[config.mk]
export PLATFORM = sky130hd
export DESIGN_NAME = elevator3_floor_ctrl
export DESIGN_NICKNAME = d
export VERILOG_FILES = /design/src/rtl/elevator3_pkg.sv /design/src/rtl/blink_gen.sv /design/src/rtl/elevator3_floor_ctrl.sv
export SDC_FILE = /design/constraint.sdc
export NUM_CORES = 1
export LEC_CHECK = 0
export ABC_CLOCK_PERIOD_IN_PS = 4700
export CORE_MARGIN = 5
export CORE_UTILIZATION = 53
export DETAILED_ROUTE_END_ITERATION = 10
export PLACE_DENSITY = 0.79
export RECOVER_POWER = 100
export REMOVE_ABC_BUFFERS = 1
export SLEW_MARGIN = 10
export SYNTH_ARGS = -nofsm -noshare
export SYNTH_HDL_FRONTEND = slang
export SYNTH_SLANG_ARGS = --single-unit
[constraint.sdc]
create_clock -name clock -period 4.7 [get_ports clock]
set_input_delay 0.94 -clock clock [delete_from_list [all_inputs] [get_ports clock]]
set_output_delay 0.94 -clock clock [all_outputs]
set_load 0.02 [all_outputs]
[src/rtl/elevator3_pkg.sv]
// Shared definitions for the three-floor elevator controller.
//   state_t      : controller states (idle, travelling up/down, door open)
//   dir_t        : last travel direction, used as the SCAN preference
//   FLOOR0..2    : floor codes as presented to the display
//   floor_onehot : floor code -> one-hot call/serve mask
//   above_mask / below_mask : call bits strictly above / below a floor
package elevator3_pkg;

  typedef enum logic [1:0] {
    ST_IDLE = 2'd0,
    ST_UP   = 2'd1,
    ST_DOWN = 2'd2,
    ST_DOOR = 2'd3
  } state_t;

  typedef enum logic {
    DIR_DOWN = 1'b0,
    DIR_UP   = 1'b1
  } dir_t;

  localparam logic [1:0] FLOOR0 = 2'b00;
  localparam logic [1:0] FLOOR1 = 2'b01;
  localparam logic [1:0] FLOOR2 = 2'b10;

  function automatic logic [2:0] floor_onehot(input logic [1:0] f);
    case (f)
      FLOOR0:  floor_onehot = 3'b001;
      FLOOR1:  floor_onehot = 3'b010;
      FLOOR2:  floor_onehot = 3'b100;
      default: floor_onehot = 3'b000;
    endcase
  endfunction

  function automatic logic [2:0] above_mask(input logic [1:0] f);
    case (f)
      FLOOR0:  above_mask = 3'b110;
      FLOOR1:  above_mask = 3'b100;
      default: above_mask = 3'b000;
    endcase
  endfunction

  function automatic logic [2:0] below_mask(input logic [1:0] f);
    case (f)
      FLOOR1:  below_mask = 3'b001;
      FLOOR2:  below_mask = 3'b011;
      default: below_mask = 3'b000;
    endcase
  endfunction

endpackage

[src/rtl/blink_gen.sv]
// Square-wave divider for the moving-warning blink.
//   clock   : system clock
//   reset_n : synchronous active-low reset (level returns high)
//   restart : restart the pattern; level is high for the next BLINK_HALF cycles
//   enable  : run the divider; when low the output is held high
//   level   : registered blink output, toggles every BLINK_HALF enabled cycles
module blink_gen #(
  parameter int BLINK_HALF = 12_500_000
) (
  input  logic clock,
  input  logic reset_n,
  input  logic restart,
  input  logic enable,
  output logic level
);

  localparam logic [31:0] HALF_LAST = 32'(BLINK_HALF - 1);

  logic [31:0] cnt_reg;

  always_ff @(posedge clock) begin
    if (!reset_n) begin
      cnt_reg <= '0;
      level   <= 1'b1;
    end else if (restart || !enable) begin
      cnt_reg <= '0;
      level   <= 1'b1;
    end else if (cnt_reg == HALF_LAST) begin
      cnt_reg <= '0;
      level   <= ~level;
    end else begin
      cnt_reg <= cnt_reg + 32'd1;
    end
  end

endmodule

[src/rtl/elevator3_floor_ctrl.sv]
// Three-floor elevator controller: latches calls, schedules travel with a
// direction-preserving (SCAN) policy, times travel and door dwell, and drives
// the floor code and blinking display enable for the 7-segment display.
//   clock      : system clock, rising edge
//   reset_n    : synchronous active-low reset
//   call_req   : call buttons, bit k = floor k
//   floor_code : current floor to the display (00, 01, 10)
//   disp_en    : display enable; blinks while the car moves
//   motor_up   : car moving up
//   motor_down : car moving down
//   door_open  : door open
//   pending    : latched outstanding calls
module elevator3_floor_ctrl
  import elevator3_pkg::*;
#(
  parameter int TRAVEL_CYCLES = 50_000_000,
  parameter int DOOR_CYCLES   = 100_000_000,
  parameter int BLINK_HALF    = 12_500_000
) (
  input  logic       clock,
  input  logic       reset_n,
  input  logic [2:0] call_req,
  output logic [1:0] floor_code,
  output logic       disp_en,
  output logic       motor_up,
  output logic       motor_down,
  output logic       door_open,
  output logic [2:0] pending
);

  localparam logic [31:0] TRAVEL_LAST = 32'(TRAVEL_CYCLES - 1);
  localparam logic [31:0] DOOR_LAST   = 32'(DOOR_CYCLES - 1);

  state_t      state_reg, state_next;
  dir_t        dir_reg, dir_next;
  logic [1:0]  floor_reg, floor_next;
  logic [2:0]  pending_reg, pending_next;
  logic [31:0] cnt_reg, cnt_next;   // shared travel / dwell counter
  logic        motor_up_reg, motor_down_reg, door_open_reg;

  logic [2:0]  served;
  logic [2:0]  call_mask;
  logic [1:0]  arrived;
  logic        has_here, has_above, has_below, has_beyond;
  logic        blink_restart, blink_enable;

  assign has_here  = |(pending_reg & floor_onehot(floor_reg));
  assign has_above = |(pending_reg & above_mask(floor_reg));
  assign has_below = |(pending_reg & below_mask(floor_reg));

  // Floor reached at the end of the current travel period.
  assign arrived    = (state_reg == ST_UP) ? floor_reg + 2'd1 : floor_reg - 2'd1;
  assign has_beyond = (state_reg == ST_UP) ? |(pending_reg & above_mask(arrived))
                                           : |(pending_reg & below_mask(arrived));

  always_comb begin
    state_next = state_reg;
    dir_next   = dir_reg;
    floor_next = floor_reg;
    cnt_next   = cnt_reg;
    served     = 3'b000;
    call_mask  = 3'b111;
    case (state_reg)
      ST_IDLE: begin
        cnt_next = '0;
        if (has_here) begin
          state_next = ST_DOOR;
          served     = floor_onehot(floor_reg);
        end else if (has_above && (dir_reg == DIR_UP || !has_below)) begin
          state_next = ST_UP;
          dir_next   = DIR_UP;
        end else if (has_below) begin
          state_next = ST_DOWN;
          dir_next   = DIR_DOWN;
        end
      end
      ST_UP, ST_DOWN: begin
        if (cnt_reg == TRAVEL_LAST) begin
          cnt_next   = '0;
          floor_next = arrived;
          if (|(pending_reg & floor_onehot(arrived))) begin
            state_next = ST_DOOR;
            served     = floor_onehot(arrived);
          end else if (!has_beyond) begin
            state_next = ST_IDLE;
          end
        end else begin
          cnt_next = cnt_reg + 32'd1;
        end
      end
      ST_DOOR: begin
        // A press at the open floor extends the dwell instead of latching.
        call_mask = ~floor_onehot(floor_reg);
        if (|(call_req & floor_onehot(floor_reg))) begin
          cnt_next = '0;
        end else if (cnt_reg == DOOR_LAST) begin
          cnt_next   = '0;
          state_next = ST_IDLE;
        end else begin
          cnt_next = cnt_reg + 32'd1;
        end
      end
      default: state_next = ST_IDLE;
    endcase
    pending_next = (pending_reg | (call_req & call_mask)) & ~served;
  end

  // The blink pattern starts fresh only when a move begins from IDLE;
  // continuing through an intermediate floor keeps the running phase.
  assign blink_enable  = (state_next == ST_UP) || (state_next == ST_DOWN);
  assign blink_restart = (state_reg == ST_IDLE) && blink_enable;

  always_ff @(posedge clock) begin
    if (!reset_n) begin
      state_reg      <= ST_IDLE;
      dir_reg        <= DIR_UP;
      floor_reg      <= FLOOR0;
      pending_reg    <= 3'b000;
      cnt_reg        <= '0;
      motor_up_reg   <= 1'b0;
      motor_down_reg <= 1'b0;
      door_open_reg  <= 1'b0;
    end else begin
      state_reg      <= state_next;
      dir_reg        <= dir_next;
      floor_reg      <= floor_next;
      pending_reg    <= pending_next;
      cnt_reg        <= cnt_next;
      motor_up_reg   <= (state_next == ST_UP);
      motor_down_reg <= (state_next == ST_DOWN);
      door_open_reg  <= (state_next == ST_DOOR);
    end
  end

  blink_gen #(
    .BLINK_HALF(BLINK_HALF)
  ) u_blink (
    .clock  (clock),
    .reset_n(reset_n),
    .restart(blink_restart),
    .enable (blink_enable),
    .level  (disp_en)
  );

  assign floor_code = floor_reg;
  assign pending    = pending_reg;
  assign motor_up   = motor_up_reg;
  assign motor_down = motor_down_reg;
  assign door_open  = door_open_reg;

endmodule

==> flow_metrics.tcl, run 1 <==
set metrics [dict create \
    status "complete, but fails checks" \
    violations "slew limit" \
    cts_sinks 76 \
    cts_tree "yes" \
    min_path_type "flip-flop to flip-flop" \
    synthCells 454 \
    rsz0062_at_grt "no" \
    io_buffer_count 13 \
    path_buf_inv 3 \
    p_seq_share_pct 41.7 \
    drc 0 \
    slowest_delay_ns 0.46 \
    crit_path_start_kind "flip-flop" \
    grt_pass1_vias 3105 \
    ys_seq_area_share_pct 36.5 \
    dr.max_layer_used "met4" \
    post_cts_resize_count 0 \
    gr-total-overflow 0 \
    vias 3250 \
    synth-edff-count 0 \
    clk_latency_ns 0.36 \
    hold_slack_ns 0.474 \
    pwr-share-clk_pct 27.9 \
    ios 14 \
    wl_per_cell_microns 14.2 \
    power.share.switching_pct 37.5 \
    grt_max_degree 33 \
    wl_met2_microns 3870 \
    place_congestion 0.855 \
    finalHoldViolCount 0 \
    irDropWorstVdd_v 0.000173 \
    routed_wl_microns 8040 \
    final_util_pct 57.5 \
    cts.path.max_buffers 2 \
    layout.nets 484 \
    grt_usage_pct 17.1 \
    die_width_microns 98.6 \
    skew_ns 0.0112 \
    crit_slowest_cell "dfxtp_1" \
    period_needed_ns 4.10 \
    start_util_pct 54.2 \
    required_ns 4.99 \
    cp-end-kind "flip-flop" \
    async_flop_share_pct 0 \
    p_switching_uw 626 \
    tightest_slew_ns 1.67 \
    cts-htree-levels 3 \
    layout-drive-gt1-share_pct 10.7 \
    ys_ff_latch 76 \
    drtAntennaViolNets 0 \
    path_clk_slew_ns 0.08 \
    cpLargestDelayFamily "adder cells" \
    critPathKind "flip-flop to flip-flop" \
    met3WireLength_microns 283 \
    drv_cap 0 \
    root_buffer "clkbuf_8" \
    max_freq_mhz 244 \
    slew_violations 31 \
    drt_first_pass_iters 4 \
    layout_worst_path_cycle_share_pct 87.2 \
    ys_warn_count 0 \
    slew_headroom_pct -11.4 \
    path_cells "inv_1 > ha_1 > xnor2_1 > inv_1 > ha_1 > a222oi_1 > and4b_2 > o21ai_0 > a21boi_0 > ha_1 > nor3b_1 > nand2b_1 > buf_4 > nor2b_1" \
    leakagePower_nw 1.39 \
    dr.first_iter.drc_count 212 \
    power.total_mw 1.67 \
    fp-row-count 32 \
    grt_pass1_wl_microns 14000 \
    synthesis.area_sq_mm 0.00416 \
    post_cts_buffers 0 \
    synth_ff_type "dfxtp_1" \
    syn_to_final_growth_pct 6.16 \
    viasPerCell 5.72 \
    setup-tns-final_ns 0 \
    ys_types 50 \
    fp.coreArea_sq_mm 0.00769 \
    combPwrFrac_pct 30.4 \
    hpwl_microns 5430 \
    cts_hold_buf 0 \
    p_per_area_mw_per_mm2 377 \
    chipHeight_microns 98.6 \
    crit_arrival_ns 4.39 \
    cts_made_buffers 9 \
    crit_path_max_fanout 31 \
    wl_met1_microns 3720 \
    path_common_cell "ha_1" \
    syn_area_per_cell_sq_um 9.17 \
    die-area_sq_mm 0.00973 \
    setup_violations 0 \
    antenna_found_initial 0 \
    internal_power_mw 1.04 \
    diodes 0 \
]
==> worst paths after layout <==
check        slack, ns                            end                          start  depth (start not counted)
max               0.60  u_blink.cnt_reg[9]$_SDFF_PP0_     floor_code[0]$_SDFFE_PN0P_                         14
min               0.47  u_blink.cnt_reg[0]$_SDFF_PP0_  u_blink.cnt_reg[0]$_SDFF_PP0_                          1
max reg2reg       0.60  u_blink.cnt_reg[9]$_SDFF_PP0_     floor_code[0]$_SDFFE_PN0P_                         14
min reg2reg       0.47  u_blink.cnt_reg[0]$_SDFF_PP0_  u_blink.cnt_reg[0]$_SDFF_PP0_                          1
==> area by class of cell <==
cell class	instances	area, sq um
clock inverter	6	46.3
tap	102	128
sequential	76	1520
timing repair buffer	15	145
inverter	14	52.6
clock buffer	10	138
multi-input combinational	345	2390
fill	678	3270
==> kinds of logic (layout without fill, tap and decap cells) <==
group | Yosys count | in the layout | share of synthesized area, %
AOI/OAI and AO/OA | 39 | 39 | 6.88
xor gates and xnor gates | 61 | 61 | 12.8
adders and majority gates | 18 | 18 | 5.41
buffers and inverters | 33 | 45 | 4.06
DFF | 76 | 76 | 36.5
muxes | 2 | 2 | 0.511
and+or+nand+nor | 225 | 225 | 33.8
==> power groups by stage <==
stage	Clock, mW	Combinational, mW	Sequential, mW
after floorplan	0	0.373	0.723
after global routing	0.510	0.559	0.700
final	0.465	0.507	0.696
after CTS	0.474	0.543	0.696
after detailed placement	0	0.535	0.711
after global placement	0	0.526	0.709
==> routing by layer <==
metal / GRT usage, % / up-vias
li1: - / 1629
met2: 28.3 / 65
met4: 7.67 / 0
met1: 21.2 / 1544
met5: 0 / -
met3: 4.10 / 12
==> through the flow <==
step,worst slack [ns],area (sq um),cells
after CTS,0.629,4500,568
final,0.601,4420,568
after global routing,0.313,4420,568
after global placement,0.999,4320,552
after floorplan,0.880,4050,435
after detailed placement,0.688,4320,552
==> cells in the final DEF, fill, tap and decap left out, types with 6 or more instances in the layout <==
master         count
dfxtp_1           76
xnor2_1           45
nor2_1            41
nor3_1            37
nand2_1           30
nand3_1           24
ha_1              18
nand4_1           17
xor2_1            16
nor4_1            15
inv_1             14
nor3_2            13
clkbuf_8          10
and4_1             9
dlygate4sd3_1      9
a21oi_1            8
o21ai_0            8
nor2b_1            6
==> synth_stat cells, types with 3 or more instances <==
library cell / instances / area share (%)
dfxtp_1: 76 / 37
xnor2_1: 45 / 9.5
nor2_1: 41 / 3.7
nand2_1: 30 / 2.7
nor3_1: 25 / 3.0
nor3_2: 25 / 6.0
nand3_1: 24 / 2.9
ha_1: 18 / 5.4
nand4_1: 17 / 2.6
xor2_1: 16 / 3.4
inv_1: 14 / 1.3
nor4_1: 14 / 2.1
and4_1: 9 / 1.9
a21oi_1: 8 / 0.96
clkbuf_1: 8 / 0.72
o21ai_0: 8 / 0.96
and2_1: 6 / 0.90
nor2b_1: 6 / 0.90
nor4_4: 5 / 2.6
and3_1: 4 / 0.60
buf_2: 4 / 0.48
nor3b_1: 4 / 0.72
o211ai_1: 4 / 0.72
a21bo_2: 3 / 0.72
a222oi_1: 3 / 0.72
a31oi_1: 3 / 0.45
buf_6: 3 / 0.81
Power figures use the tool's default switching activity.
==> run 2: changes to the inputs <==
ABC_CLOCK_PERIOD_IN_PS = unset   (was 4700)
==> results of run 2 <==
No change in the layout: final DEF, timing and power equal those of run 1.
==> run 3: changes to the inputs <==
CORE_ASPECT_RATIO = 0.9   (was unset)
==> flow_metrics.tcl, run 3 (same netlist as run 1, synthesis figures left out) <==
set metrics [dict create \
    layout_common_cells "76 x dfxtp_1, 45 x xnor2_1, 41 x nor2_1, 35 x nor3_1, 30 x nand2_1" \
    cts.path.max_buffers 2 \
    min_path_type "flip-flop to flip-flop" \
    skew_ns 0.0146 \
    routed_wl_microns 7970 \
    grt_pass1_vias 3125 \
    required_ns 4.99 \
    slew_headroom_pct -11.5 \
    fp-row-count 30 \
    critPathKind "flip-flop to flip-flop" \
    setup-tns-final_ns 0 \
    path_clk_slew_ns 0.09 \
    ios 14 \
    tightest_slew_ns 1.67 \
    layout.nets 484 \
    place_congestion 0.845 \
    cp-end-kind "flip-flop" \
    wl_met1_microns 3780 \
    cts_tree "yes" \
    final_common_cell "dfxtp_1" \
    power.share.switching_pct 34.4 \
    diodes 0 \
    die-area_sq_mm 0.00973 \
    wl_met2_microns 3700 \
    layout-drive-gt1-share_pct 10.9 \
    vias 3258 \
    dr.max_layer_used "met4" \
    crit_arrival_ns 4.31 \
    gr-total-overflow 0 \
    hpwl_microns 5350 \
    dp.cells 546 \
    fillCellCount 637 \
    chipHeight_microns 94.1 \
    root_buffer "clkbuf_8" \
    io_buffer_count 13 \
    p_switching_uw 610 \
    layout_worst_path_cycle_share_pct 85.5 \
    post_cts_buffers 0 \
    period_needed_ns 4.02 \
    rsz0062_at_grt "no" \
    cts-htree-levels 3 \
    p_seq_share_pct 39.2 \
    fin_ws_ns 0.684 \
    dp_slack_ns 0.739 \
    cts_sinks 76 \
    start_util_pct 54.9 \
    crit_path_max_fanout 7 \
    dr.first_iter.drc_count 194 \
    slew_violations 31 \
    fp.coreArea_sq_mm 0.00758 \
    antenna_found_initial 0 \
    setup_violations 0 \
    cts_hold_buf 0 \
    drv_cap 0 \
    leakagePower_nw 1.42 \
    viasPerCell 5.80 \
    crit_path_start_kind "flip-flop" \
    max_freq_mhz 249 \
    wl_per_cell_microns 14.2 \
    internal_power_mw 1.16 \
    clk_latency_ns 0.35 \
    place_area_sq_mm 0.00431 \
    grt_max_degree 33 \
    irDropWorstVdd_v 0.000205 \
    drtAntennaViolNets 0 \
    final_util_pct 59.0 \
    drc 0 \
    syn_to_final_growth_pct 7.42 \
    cts_made_buffers 9 \
    met3WireLength_microns 354 \
    finalHoldViolCount 0 \
    post_layout_nonfiller_instances 562 \
    design_area_sq_mm 0.00447 \
    grt_usage_pct 17.7 \
    violations "slew limit" \
    post_cts_resize_count 0 \
    pwr-share-clk_pct 32.4 \
    drt_first_pass_iters 4 \
    die_width_microns 103 \
    status "complete, but fails checks" \
    grt_pass1_wl_microns 14100 \
    p_per_area_mw_per_mm2 396 \
    combPwrFrac_pct 28.4 \
]
-- run 3: cell count changes in the layout (fill, tap and decap cells not counted), moves of 2 or more --
cell / previous run / this run
nor3_1: 37 / 35
bufinv_16: 0 / 2
clkinvlp_4: 2 / 0
nor3_2: 13 / 15
-- run 3: worst max-delay path, stage by stage (launching register included) --
cell and delay (ns):
dfxtp_1 0.48, inv_1 0.15, ha_1 0.35, xnor2_1 0.28
inv_1 0.13, ha_1 0.29, a221oi_1 0.30, a31o_2 0.16
a41oi_1 0.12, o21ai_0 0.34, a21boi_0 0.19, ha_1 0.33
or3b_2 0.46, nor3b_1 0.20, mux2_1 0.16
-- run 3: layer usage --
metal,global-route usage (%),vias to the layer above
met1,23.1,1547
met4,5.72,0
met5,0,-
met3,5.20,15
li1,-,1634
met2,27.7,62
-- run 3: per-stage QoR --
step                      hold slack, ns  power (mW)
after floorplan                    0.426        1.10
after global placement             0.441        1.23
after detailed placement           0.464        1.24
after CTS                          0.481        1.82
after global routing               0.495        1.88
final                              0.468        1.77
-- run 3: area by class of cell --
class,instances,area (sq um),share of cell area (%)
timing repair buffer,15,145,3.25
tap,96,120,2.69
clock inverter,5,82.6,1.85
multi-input combinational,345,2400,53.6
sequential,76,1520,34.0
inverter,14,52.6,1.18
clock buffer,11,151,3.39
-- run 3: worst paths after layout --
| kind | from | depth (start not counted) | end | slack (ns) |
|---|---|---|---|---|
| min | u_blink.cnt_reg[0]$_SDFF_PP0_ | 1 | u_blink.cnt_reg[0]$_SDFF_PP0_ | 0.47 |
| min reg2reg | u_blink.cnt_reg[0]$_SDFF_PP0_ | 1 | u_blink.cnt_reg[0]$_SDFF_PP0_ | 0.47 |
| max | floor_code[0]$_SDFFE_PN0P_ | 14 | u_blink.cnt_reg[31]$_SDFF_PP0_ | 0.68 |
| max reg2reg | floor_code[0]$_SDFFE_PN0P_ | 14 | u_blink.cnt_reg[31]$_SDFF_PP0_ | 0.68 |
-- run 3: power by group through the flow --
| stage | clock network [mW] | logic [mW] | registers, mW |
|---|---|---|---|
| after global routing | 0.616 | 0.563 | 0.700 |
| after global placement | 0 | 0.522 | 0.709 |
| after detailed placement | 0 | 0.533 | 0.712 |
| after floorplan | 0 | 0.373 | 0.723 |
| final | 0.575 | 0.502 | 0.695 |
| after CTS | 0.583 | 0.541 | 0.696 |
